## src/rtl/fetch_unit.sv

```systemverilog
// Instruction-fetch stage: one outstanding imem request at a time, IF/ID slot with
// valid/ready handshake, PC next-value selection, redirect flush and misaligned-PC faults.
module fetch_unit #(
  parameter logic [31:0] RESET_PC  = 32'h0000_0000,
  parameter logic [31:0] NOP_INSTR = 32'h0000_0013
) (
  input  logic        clk,
  input  logic        rst,
  input  logic [31:0] pc,
  output logic [31:0] pc_next,
  input  logic        redirect_valid,
  input  logic [31:0] redirect_pc,
  output logic        imem_req_valid,
  input  logic        imem_req_ready,
  output logic [31:0] imem_addr,
  input  logic        imem_rsp_valid,
  input  logic [31:0] imem_rsp_data,
  output logic        ifid_valid,
  input  logic        ifid_ready,
  output logic [31:0] ifid_pc,
  output logic [31:0] ifid_instr,
  output logic        ifid_fault
);

  typedef enum logic [1:0] {SReq, SWait, SHold, SFault} state_e;

  state_e      state_q;
  logic        drop_q;
  logic        fault_sent_q;
  logic [31:0] req_pc_q;
  logic [31:0] hold_pc_q;
  logic [31:0] hold_instr_q;
  logic        ifid_valid_q;
  logic [31:0] ifid_pc_q;
  logic [31:0] ifid_instr_q;
  logic        ifid_fault_q;

  logic misaligned;
  logic slot_free;
  logic req_valid;
  logic req_fire;

  assign misaligned = (pc[1:0] != 2'b00);
  assign slot_free  = !ifid_valid_q || ifid_ready;
  assign req_valid  = !rst && (state_q == SReq) && !misaligned && !redirect_valid;
  assign req_fire   = req_valid && imem_req_ready;

  always_comb begin
    pc_next = pc;
    if (rst) begin
      pc_next = RESET_PC;
    end else if (redirect_valid) begin
      pc_next = redirect_pc;
    end else if (req_fire) begin
      pc_next = pc + 32'd4;
    end
  end

  assign imem_req_valid = req_valid;
  assign imem_addr      = pc;
  assign ifid_valid     = ifid_valid_q;
  assign ifid_pc        = ifid_pc_q;
  assign ifid_instr     = ifid_instr_q;
  assign ifid_fault     = ifid_fault_q;

  always_ff @(posedge clk) begin
    if (rst) begin
      // A request still in flight keeps the FSM waiting so its late response is swallowed.
      if (state_q == SWait && !imem_rsp_valid) begin
        state_q <= SWait;
        drop_q  <= 1'b1;
      end else begin
        state_q <= SReq;
        drop_q  <= 1'b0;
      end
      fault_sent_q <= 1'b0;
      req_pc_q     <= '0;
      hold_pc_q    <= '0;
      hold_instr_q <= '0;
      ifid_valid_q <= 1'b0;
      ifid_pc_q    <= '0;
      ifid_instr_q <= NOP_INSTR;
      ifid_fault_q <= 1'b0;
    end else begin
      if (ifid_ready) begin
        ifid_valid_q <= 1'b0;
        ifid_instr_q <= NOP_INSTR;
        ifid_fault_q <= 1'b0;
      end

      if (redirect_valid) begin
        ifid_valid_q <= 1'b0;
        ifid_instr_q <= NOP_INSTR;
        ifid_fault_q <= 1'b0;
        fault_sent_q <= 1'b0;
        if (state_q == SWait && !imem_rsp_valid) begin
          state_q <= SWait;
          drop_q  <= 1'b1;
        end else begin
          state_q <= SReq;
          drop_q  <= 1'b0;
        end
      end else begin
        case (state_q)
          SReq: begin
            if (misaligned) begin
              state_q      <= SFault;
              fault_sent_q <= 1'b0;
            end else if (req_fire) begin
              req_pc_q <= pc;
              drop_q   <= 1'b0;
              state_q  <= SWait;
            end
          end
          SWait: begin
            if (imem_rsp_valid) begin
              if (drop_q) begin
                state_q <= SReq;
              end else if (slot_free) begin
                ifid_valid_q <= 1'b1;
                ifid_pc_q    <= req_pc_q;
                ifid_instr_q <= imem_rsp_data;
                ifid_fault_q <= 1'b0;
                state_q      <= SReq;
              end else begin
                hold_pc_q    <= req_pc_q;
                hold_instr_q <= imem_rsp_data;
                state_q      <= SHold;
              end
            end
          end
          SHold: begin
            if (slot_free) begin
              ifid_valid_q <= 1'b1;
              ifid_pc_q    <= hold_pc_q;
              ifid_instr_q <= hold_instr_q;
              ifid_fault_q <= 1'b0;
              state_q      <= SReq;
            end
          end
          SFault: begin
            // Fault entry goes out once; the FSM then parks until a redirect.
            if (slot_free && !fault_sent_q) begin
              ifid_valid_q <= 1'b1;
              ifid_pc_q    <= pc;
              ifid_instr_q <= NOP_INSTR;
              ifid_fault_q <= 1'b1;
              fault_sent_q <= 1'b1;
            end
          end
          default: state_q <= SReq;
        endcase
      end
    end
  end

endmodule

```

## config.mk

```make
export PLATFORM = sky130hd
export DESIGN_NAME = fetch_unit
export DESIGN_NICKNAME = d
export VERILOG_FILES = /design/src/rtl/fetch_unit.sv
export SDC_FILE = /design/constraint.sdc
export NUM_CORES = 1
export LEC_CHECK = 0
export ABC_AREA = 1
export CAP_MARGIN = 20
export CORE_MARGIN = 4
export CORE_UTILIZATION = 40
export CTS_CLUSTER_SIZE = 24
export DETAILED_ROUTE_END_ITERATION = 10
export GPL_TIMING_DRIVEN = 1
export PLACE_DENSITY_LB_ADDON = 0.2
export SYNTH_ARGS = -nofsm -noshare
export SYNTH_HDL_FRONTEND = slang
export SYNTH_SLANG_ARGS = --single-unit
```

## constraint.sdc

```tcl
create_clock -name clk -period 2.6 [get_ports clk]
set_input_delay 0.39 -clock clk [delete_from_list [all_inputs] [get_ports clk]]
set_output_delay 0.39 -clock clk [all_outputs]
set_load 0.02 [all_outputs]
```

==> results of run 1 <==
cell usage after synthesis, drive strengths merged:
| cell | n |
|---|---|
| o31ai | 1 |
| nor2b | 1 |
| o211ai | 4 |
| o21ai | 145 |
| o22ai | 5 |
| inv | 86 |
| buf | 70 |
| a22o | 4 |
| nand3b | 1 |
| nor2 | 216 |
| and3 | 1 |
| nor3 | 4 |
| or2 | 2 |
| clkinv | 1 |
| xor2 | 1 |
| nand3 | 87 |
| nand2 | 208 |
| nand4 | 14 |
| ha | 6 |
| edfxtp | 3 |
| a32oi | 28 |
| a21oi | 137 |
| nor4 | 1 |
| dfxtp | 163 |
| a31oi | 5 |
| clkbuf | 47 |
| a211oi | 1 |
| o32ai | 1 |
what timing repair did:
action	in CTS	in global routing
setup buffers	5	4
cloned	2	0
resized for setup	100	47
pin swaps	10	9
endpoints found under the setup margin	33	30
final cells by class:
cell class	instances	area (sq um)
inverter	87	337.8
sequential	166	3353
clock buffer	17	425.4
multi-input combinational	874	4253
timing repair buffer	366	3373
fill	1953	8294
tap	270	337.8
clock inverter	15	178.9
timing repair inverter	1	6.256
state kept, by name, summed over array words and instances, names as in the netlist:
| signal | count |
|---|---|
| drop_q | 1 |
| fault_sent_q | 1 |
| hold_instr_q | 32 |
| hold_pc_q | 32 |
| ifid_fault | 1 |
| ifid_instr | 32 |
| ifid_pc | 32 |
| ifid_valid | 1 |
| req_pc_q | 32 |
| state_q | 2 |
cell usage in the layout (no fill, tap or decap), types with 2 or more instances in the layout:
cell,count
clkinv_8,5
nand4_4,2
edfxtp_1,3
inv_6,3
o211ai_1,4
buf_4,122
ha_1,4
dfxtp_1,163
clkdlybuf4s15_1,2
inv_1,73
nand3_1,82
nor2_4,3
inv_4,3
o21ai_0,139
a31oi_1,5
clkdlybuf4s15_2,4
a21oi_1,137
buf_12,11
inv_2,10
dlygate4sd2_1,6
clkbuf_16,17
inv_8,4
nand2_1,205
nand3_2,4
buf_2,9
buf_6,4
nor3_1,2
clkdlybuf4s50_1,196
clkinv_4,4
o21ai_1,5
o22ai_1,5
nand4_1,13
clkbuf_2,11
a32oi_1,28
nand2_2,2
nor2_2,13
a22o_1,4
nor2_1,199
tightest hold or removal path, cell delays in order (launching register included):
cell	delay (ns)
dfxtp_1	0.30
inv_1	0.06
a21oi_1	0.05
kinds of logic after synthesis:
| logic type | Yosys count | synth area share |
|---|---|---|
| compound gates | 331 | 0.2133 |
| xor+xnor | 1 | 0.001033 |
| flops | 166 | 0.3955 |
| buf+inv | 204 | 0.1164 |
| simple gates | 535 | 0.2649 |
| fa+ha+maj | 6 | 0.008855 |
worst paths after layout:
check | endpoint | slack, ns
max | pc_next[28] | 0.001
min | hold_pc_q[29] | 0.46
max reg2reg | ifid_instr[25] | 0.39
min reg2reg | hold_pc_q[29] | 0.46
stage by stage:
stage          cell area (sq um)  setup TNS (ns)  std cells    util
2_1_floorplan               8478               0       1243       -
4_1_cts                    12270       -0.003944       1792  0.5968
3_5_place_dp               11560          -12.88       1753  0.5624
5_1_grt                    12270         -0.5730       1796  0.5966
6_report                   12270               0       1796  0.5966
3_3_place_gp               11560          -12.52       1753  0.5624
power by group:
group	internal, mW	total, mW	switching (mW)
clock network	1.30	2.54	1.23
registers	2.78	2.90	0.118
logic	1.29	3.20	1.91
total	5.37	8.64	3.26
routing by layer:
layer / up-vias / wire (microns) / GRT usage
met1: 4316 / 13040 / 0.3232
met3: 30 / 2594 / 0.07026
met2: 364 / 13140 / 0.3771
met4: 2 / 346 / 0.05004
li1: 4661 / - / -
met5: - / 13 / 0
==> flow_summary_export.csv, run 1 <==
group,metric,value,unit
clocking,clock-root-buffer,"clkbuf_16",
synth,synth_seq_cells,166,
detailed_routing,drc,0,
timing,holdWs,0.4567,ns
detailed_routing,viasPerCell,5.219,
timing,rsz0062_at_grt,"yes",
synth,synth_cells,1243,
worst_setup_path,cp_top_family,"buffers and inverters",
worst_setup_path,critPathMaxFanout,5,
timing,layout_setup_ws,0.0009528,ns
grt,antenna_found_initial,1,
worst_setup_path,crit_path_start,"pc[7]",
floorplan,die_width,153.6,microns
worst_setup_path,cp-start-kind,"primary input",
detailed_routing,drt_first_iter_violations,696,
clocking,cts_buffers,17,
grt,grt_pass1_wl,46400,microns
synth,syn_nets,1351,
detailed_routing,routedWlPerCell,16.22,microns
min_path,min_from,"hold_pc_q[29]",
place,preCtsSetupSlack,-0.5089,ns
power,leakagePower,5.303,nW
layout,antenna-diode-count,0,
place,globalplace.congestion,0.8984,
place,dp_hpwl,20990,microns
worst_setup_path,slowest_stage,"clkdlybuf4s50_1",
worst_setup_path,worst_ep_required_time,2.21,ns
clocking,cts_tree,"done",
layout,drive_above_1_share,0.1579,
synth,synth.distinct_cells,42,
timing,min_period,2.599,ns
layout,final_nets,1621,
detailed_routing,vias,9373,
min_path,hold_depth,2,
worst_setup_path,critPathBufInv,5,
synth,netlist_area,0.008478,sq mm
synth,ys_seq_area_frac,0.3955,
worst_setup_path,crit_cells,13,
status,status,"complete, no violations",
place,port_buffers,232,
worst_setup_path,critical_path_class,"in -> out",
grt,grt-ovfl-total,0,
detailed_routing,drtPass1Iterations,5,
floorplan,dieArea,0.02359,sq mm
grt,grt_usage,0.2378,
timing,slew_violations,0,
timing,tightest_slew,0.4637,ns
detailed_routing,drt-total-wl,29140,microns
worst_setup_path,crit_chain,"clkdlybuf4s50_1 > nand2_1 > nor2_1 > buf_4 > nand3_1 > nor2_2 > buf_4 > nand3_1 > nand2_1 > nand3_1 > nand2_1 > inv_1 > clkdlybuf4s15_2",
floorplan,io_pins,233,
power,finalPower,8.636,mW
timing,max_freq,384.8,MHz
worst_setup_path,r2r-start,"state_q[1]",
power,power.density,704.1,mW/mm^2
synth,synth_top_area_cell,"dfxtp_1",
worst_setup_path,r2r_cells,10,
worst_setup_path,arrival,2.21,ns
floorplan,core_area,0.02056,sq mm
job,maxCapViolCount,0,
synth,syn_avg_cell_area,6.821,sq um
clocking,clk_latency,0.44,ns
clocking,clkSinkCount,166,
grt,grt_pass1_vias,8894,
power,ir_worst_vdd,516.3,uV
clocking,cts_hold_buf,0,
layout,area_delta_synth_final,44.67,%
min_path,hp-class,"reg -> reg",
grt,grt_max_degree,53,
clocking,cts.htree.levels,4,
worst_setup_path,cpPeakStageDelay,0.53,ns
timing,setup_viol,0,
timing,fin_worst_skew,0.01253,ns
synth,synth_top_cells_by_area,"dfxtp_1, nor2_1, nand2_1, o21ai_0, a21oi_1",
floorplan,start_util,0.4124,
clocking,clockBufferDepth,2,
clocking,clkTransAtPathRegs,0.07,ns
detailed_routing,drtAntennaViolNets,0,
floorplan,die_y,153.6,microns
timing,relSlewSlack,0.6908,
synth,ys_warn_count,0,
worst_setup_path,end_kind,"output pin",
timing,hold_violations,0,
synth,yosys.area.top_type_share,0.3849,
timing,fin_crit_sh,0.9996,
floorplan,rows,52,
Note: power is estimated with default switching activity, not from simulation.
==> run 2, diff against run 1 <==
--- a/config.mk
+++ b/config.mk
@@ -8,7 +8,7 @@
 export ABC_AREA = 1
 export CAP_MARGIN = 20
 export CORE_MARGIN = 4
-export CORE_UTILIZATION = 40
+export CORE_UTILIZATION = 30
 export CTS_CLUSTER_SIZE = 24
 export DETAILED_ROUTE_END_ITERATION = 10
 export GPL_TIMING_DRIVEN = 1
==> run 2 against run 1 <==
Effect of this change:
- the flow now finishes with violations (negative setup slack)
- design area is 4.0% higher
- largest cell class unchanged
- via count hardly changed
- clock power increased by 2%
- critical endpoint is now pc_next[21]
- clock skew is 0.0017 ns lower
==> flow_summary_export.csv, run 2 (synthesis gave the netlist of run 1 again) <==
group,metric,value,unit
worst_setup_path,cp-start-kind,"flip-flop",
layout,final_core_util,0.4580,
floorplan,die_width,176.1,microns
floorplan,io_pins,233,
floorplan,dieArea,0.03101,sq mm
place,dp_hpwl,22080,microns
timing,slew_violations,0,
detailed_routing,routedWlPerCell,16.45,microns
timing,fin_worst_skew,0.01086,ns
detailed_routing,drtPass1Iterations,5,
worst_setup_path,end_kind,"output pin",
floorplan,start_util,0.3043,
clocking,cts_tree,"done",
timing,setup_viol,4,
clocking,cts_buffers,17,
place,globalplace.congestion,0.8508,
clocking,cts_hold_buf,0,
floorplan,die_y,176.1,microns
detailed_routing,drt-total-wl,31530,microns
power,leakagePower,5.462,nW
layout,n_fill_cell,2886,
power,finalPower,8.769,mW
min_path,hp-class,"in -> reg",
clocking,cts.htree.levels,4,
detailed_routing,drtAntennaViolNets,0,
place,port_buffers,232,
place,dpl-instance-area,0.01183,sq mm
timing,rsz0062_at_grt,"yes",
timing,relSlewSlack,0.5540,
power,power.density,687.3,mW/mm^2
worst_setup_path,arrival,2.22,ns
layout,final_nets,1634,
worst_setup_path,reg2reg_setup_slack,0.30,ns
power,ir_worst_vdd,381.9,uV
grt,grt_max_degree,62,
timing,holdWs,0.4418,ns
layout,antenna-diode-count,0,
clocking,clockBufferDepth,2,
layout,design_area,0.01276,sq mm
place,dp.cells,1877,
timing,fin_crit_sh,1.003,
worst_setup_path,worst_ep_required_time,2.21,ns
detailed_routing,drc,0,
detailed_routing,vias,9370,
floorplan,core_area,0.02786,sq mm
timing,min_period,2.608,ns
grt,grt_pass1_vias,8842,
timing,hold_violations,0,
status,violations,"negative setup slack",
clocking,clkSinkCount,166,
status,status,"finished, violations left",
timing,fin_tns_setup,-0.01868,ns
timing,max_freq,383.4,MHz
clocking,clk_latency,0.43,ns
worst_setup_path,critPathMaxFanout,8,
place,preCtsSetupSlack,-0.6049,ns
floorplan,rows,61,
timing,tightest_slew,0.6690,ns
grt,antenna_found_initial,1,
timing,layout_setup_ws,-0.007940,ns
layout,final_common_cell,"nor2_1",
grt,grt_usage,0.1964,
detailed_routing,drt_first_iter_violations,624,
layout,final_cell_mix,"nor2_1, nand2_1, clkdlybuf4s50_1",
layout,stdcell_count,1917,
detailed_routing,viasPerCell,4.888,
job,maxCapViolCount,0,
layout,area_delta_synth_final,50.50,%
worst_setup_path,critical_path_class,"reg -> out",
layout,drive_above_1_share,0.1884,
clocking,clock-root-buffer,"clkbuf_16",
clocking,clkTransAtPathRegs,0.07,ns
grt,grt_pass1_wl,49270,microns
grt,grt-ovfl-total,0,
## run 2: final cells by class
cell class              instances  area [sq um]  share of cell area
clock buffers                  18         439.2             0.03442
clock inverters                14         161.4             0.01265
inverters                      87         330.3             0.02589
multi-input cells             873          4388              0.3439
flip-flops and latches        166          3353              0.2628
well taps                     378         473.0             0.03707
repair buffers                381          3615              0.2833
## run 2: per-layer routing
layer  part of all wire  up-vias  global-route usage
li1                   -     4691                   -
met1               0.46     4354              0.2693
met2               0.46      298              0.3116
met3              0.075       25             0.05439
met4              0.010        2             0.04029
met5            0.00041        -                   0
## run 2: power breakdown
group,switching (mW),internal [mW],leakage (nW)
logic,1.97,1.32,3.82
clock network,1.26,1.32,0.290
registers,0.120,2.78,1.35
## run 2: critical path, cell delays in order (launching register included)
cell and delay [ns]:
edfxtp_1 0.42, inv_2 0.10, ha_4 0.15, nand4_4 0.15, buf_12 0.20, nor2_4 0.15
buf_12 0.15, nand2_1 0.05, nand2_1 0.08, nand3_2 0.08, nand2_1 0.08, inv_1 0.04
buf_6 0.12
## run 2: what timing repair did
item,in CTS,in global routing
cloned,0,2
setup buffers,1,5
resized for setup,123,117
endpoints found under the hold margin,0,0
setup endpoints to repair,33,30
pin swaps,2,35
## run 2: worst paths after layout
check | depth (start not counted) | to | startpoint
worst max-delay path | 12 | pc_next[21] | state_q[1]
worst max register to register | 9 | hold_pc_q[11] | state_q[1]
worst min register to register | 2 | hold_pc_q[30] | hold_pc_q[30]
worst min-delay path | 3 | req_pc_q[9] | pc[9]
==> run 3, diff against run 2 <==
--- a/config.mk
+++ b/config.mk
@@ -9,10 +9,10 @@
 export CAP_MARGIN = 20
 export CORE_MARGIN = 4
 export CORE_UTILIZATION = 30
-export CTS_CLUSTER_SIZE = 24
 export DETAILED_ROUTE_END_ITERATION = 10
 export GPL_TIMING_DRIVEN = 1
 export PLACE_DENSITY_LB_ADDON = 0.2
+export REMOVE_ABC_BUFFERS = 1
 export SYNTH_ARGS = -nofsm -noshare
 export SYNTH_HDL_FRONTEND = slang
 export SYNTH_SLANG_ARGS = --single-unit
==> run 3 against run 2 <==
Effect of this change:
- the run still ends with negative setup slack left
- largest power group unchanged
- non-clock buffer count shrank 6
- largest cell class unchanged
- maximum frequency barely moved
- hold slack better by 0.0097 ns
- critical path type is now in -> out
==> flow_summary_export.csv, run 3 (synthesis gave the netlist of run 1 again) <==
group,metric,value,unit
timing,tightest_slew,0.4812,ns
place,preCtsSetupSlack,-0.5195,ns
floorplan,rows,61,
place,dp_hpwl,22030,microns
layout,final_cell_mix,"nand2_1, nor2_1, clkdlybuf4s50_1",
status,violations,"negative setup slack",
timing,fin_crit_sh,1.004,
floorplan,start_util,0.3043,
floorplan,io_pins,233,
power,finalPower,8.632,mW
power,ir_worst_vdd,512.9,uV
layout,antenna-diode-count,0,
worst_setup_path,cp-start-kind,"primary input",
clocking,cts.htree.levels,4,
timing,slew_violations,0,
layout,final_core_util,0.4466,
timing,relSlewSlack,0.6792,
detailed_routing,vias,9314,
detailed_routing,drtAntennaViolNets,0,
layout,design_area,0.01244,sq mm
place,dpl-instance-area,0.01171,sq mm
grt,grt-ovfl-total,0,
layout,drive_above_1_share,0.1637,
grt,grt_max_degree,49,
worst_setup_path,critical_path_class,"in -> out",
job,maxCapViolCount,0,
power,power.density,693.8,mW/mm^2
clocking,cts_buffers,17,
floorplan,die_width,176.1,microns
layout,final_nets,1628,
clocking,clk_latency,0.43,ns
grt,grt_pass1_wl,49450,microns
timing,setup_viol,2,
timing,layout_setup_ws,-0.009212,ns
floorplan,core_area,0.02786,sq mm
timing,hold_violations,0,
clocking,clkTransAtPathRegs,0.06,ns
detailed_routing,viasPerCell,4.874,
power,leakagePower,5.388,nW
place,globalplace.congestion,0.8800,
detailed_routing,drc,0,
status,status,"finished, violations left",
place,port_buffers,232,
timing,rsz0062_at_grt,"yes",
worst_setup_path,arrival,2.22,ns
timing,min_period,2.609,ns
timing,max_freq,383.3,MHz
clocking,clockBufferDepth,2,
detailed_routing,routedWlPerCell,16.47,microns
worst_setup_path,worst_ep_required_time,2.21,ns
floorplan,dieArea,0.03101,sq mm
detailed_routing,drt-total-wl,31480,microns
worst_setup_path,end_kind,"output pin",
clocking,clkSinkCount,166,
floorplan,die_y,176.1,microns
worst_setup_path,critPathMaxFanout,5,
clocking,clock-root-buffer,"clkbuf_16",
detailed_routing,drtPass1Iterations,5,
timing,fin_worst_skew,0.01444,ns
grt,grt_usage,0.1975,
layout,final_common_cell,"nand2_1",
clocking,cts_tree,"done",
detailed_routing,drt_first_iter_violations,518,
min_path,hp-class,"reg -> reg",
grt,antenna_found_initial,0,
clocking,cts_hold_buf,0,
layout,area_delta_synth_final,46.74,%
grt,grt_pass1_vias,9016,
==> run 3: changes by cell type in the layout (fill, tap and decap cells not counted), moves of 5 or more <==
cell / change
buf_6: -12
nand2_1: +11
buf_2: +5
nand3_1: +18
nand2_2: -12
nand3_2: -16
==> run 3: power by group <==
group          switching [mW]  internal (mW)  leakage (nW)  total [mW]
logic                    1.94           1.26          3.75        3.21
registers               0.131           2.78          1.35        2.91
clock network            1.12           1.39         0.284        2.52
total                    3.19           5.44          5.39        8.63
==> run 3: final cells by class <==
cell class,count,area [sq um]
repair buffers,375,3453
flip-flops and latches,166,3353
clock inverters,11,111.4
fillers,2859,15420
clock buffers,21,460.4
multi-input cells,873,4259
inverters,87,330.3
well taps,378,473.0
==> run 3: timing repair <==
item                       4_1_cts  5_1_grt
buffers inserted                 9        6
setup endpoints to repair       33       30
gates resized for setup        118       50
pin swaps                        2        3
==> run 3: worst paths after layout <==
kind,to,slack (ns),start,depth (start not counted)
worst min-delay path,hold_pc_q[28],0.45,hold_pc_q[28],2
worst min register to register,hold_pc_q[28],0.45,hold_pc_q[28],2
worst max-delay path,pc_next[14],-0.009,pc[7],10
worst max register to register,ifid_pc[10],0.27,state_q[1],15
==> run 3: worst max-delay path: stages <==
cell             delay (ns)
clkdlybuf4s50_1        0.53
nand2_1                0.11
nor2_1                 0.12
buf_4                  0.15
nand3_1                0.14
o21ai_0                0.17
nand3_1                0.14
o211ai_1               0.11
inv_1                  0.05
dlygate4sd2_1          0.31
==> run 3: per-stage QoR <==
| stage | setup TNS [ns] | instances | hold slack (ns) |
|---|---|---|---|
| after CTS | -0.08192 | 1905 | 0.4524 |
| after global routing | -1.540 | 1911 | 0.4738 |
| after detailed placement | -11.81 | 1864 | 0.4430 |
| after global placement | -11.14 | 1864 | 0.4395 |
| after floorplan | -54.44 | 1126 | 0.4325 |
| final | -0.01208 | 1911 | 0.4515 |
==> run 3: routing by layer <==
| layer | routed length, microns | track usage | vias to the layer above |
|---|---|---|---|
| li1 | - | - | 4675 |
| met2 | 14230 | 0.3172 | 319 |
| met4 | 342 | 0.04256 | 0 |
| met3 | 2420 | 0.05075 | 26 |
| met5 | 0 | 0 | - |
| met1 | 14490 | 0.2692 | 4294 |
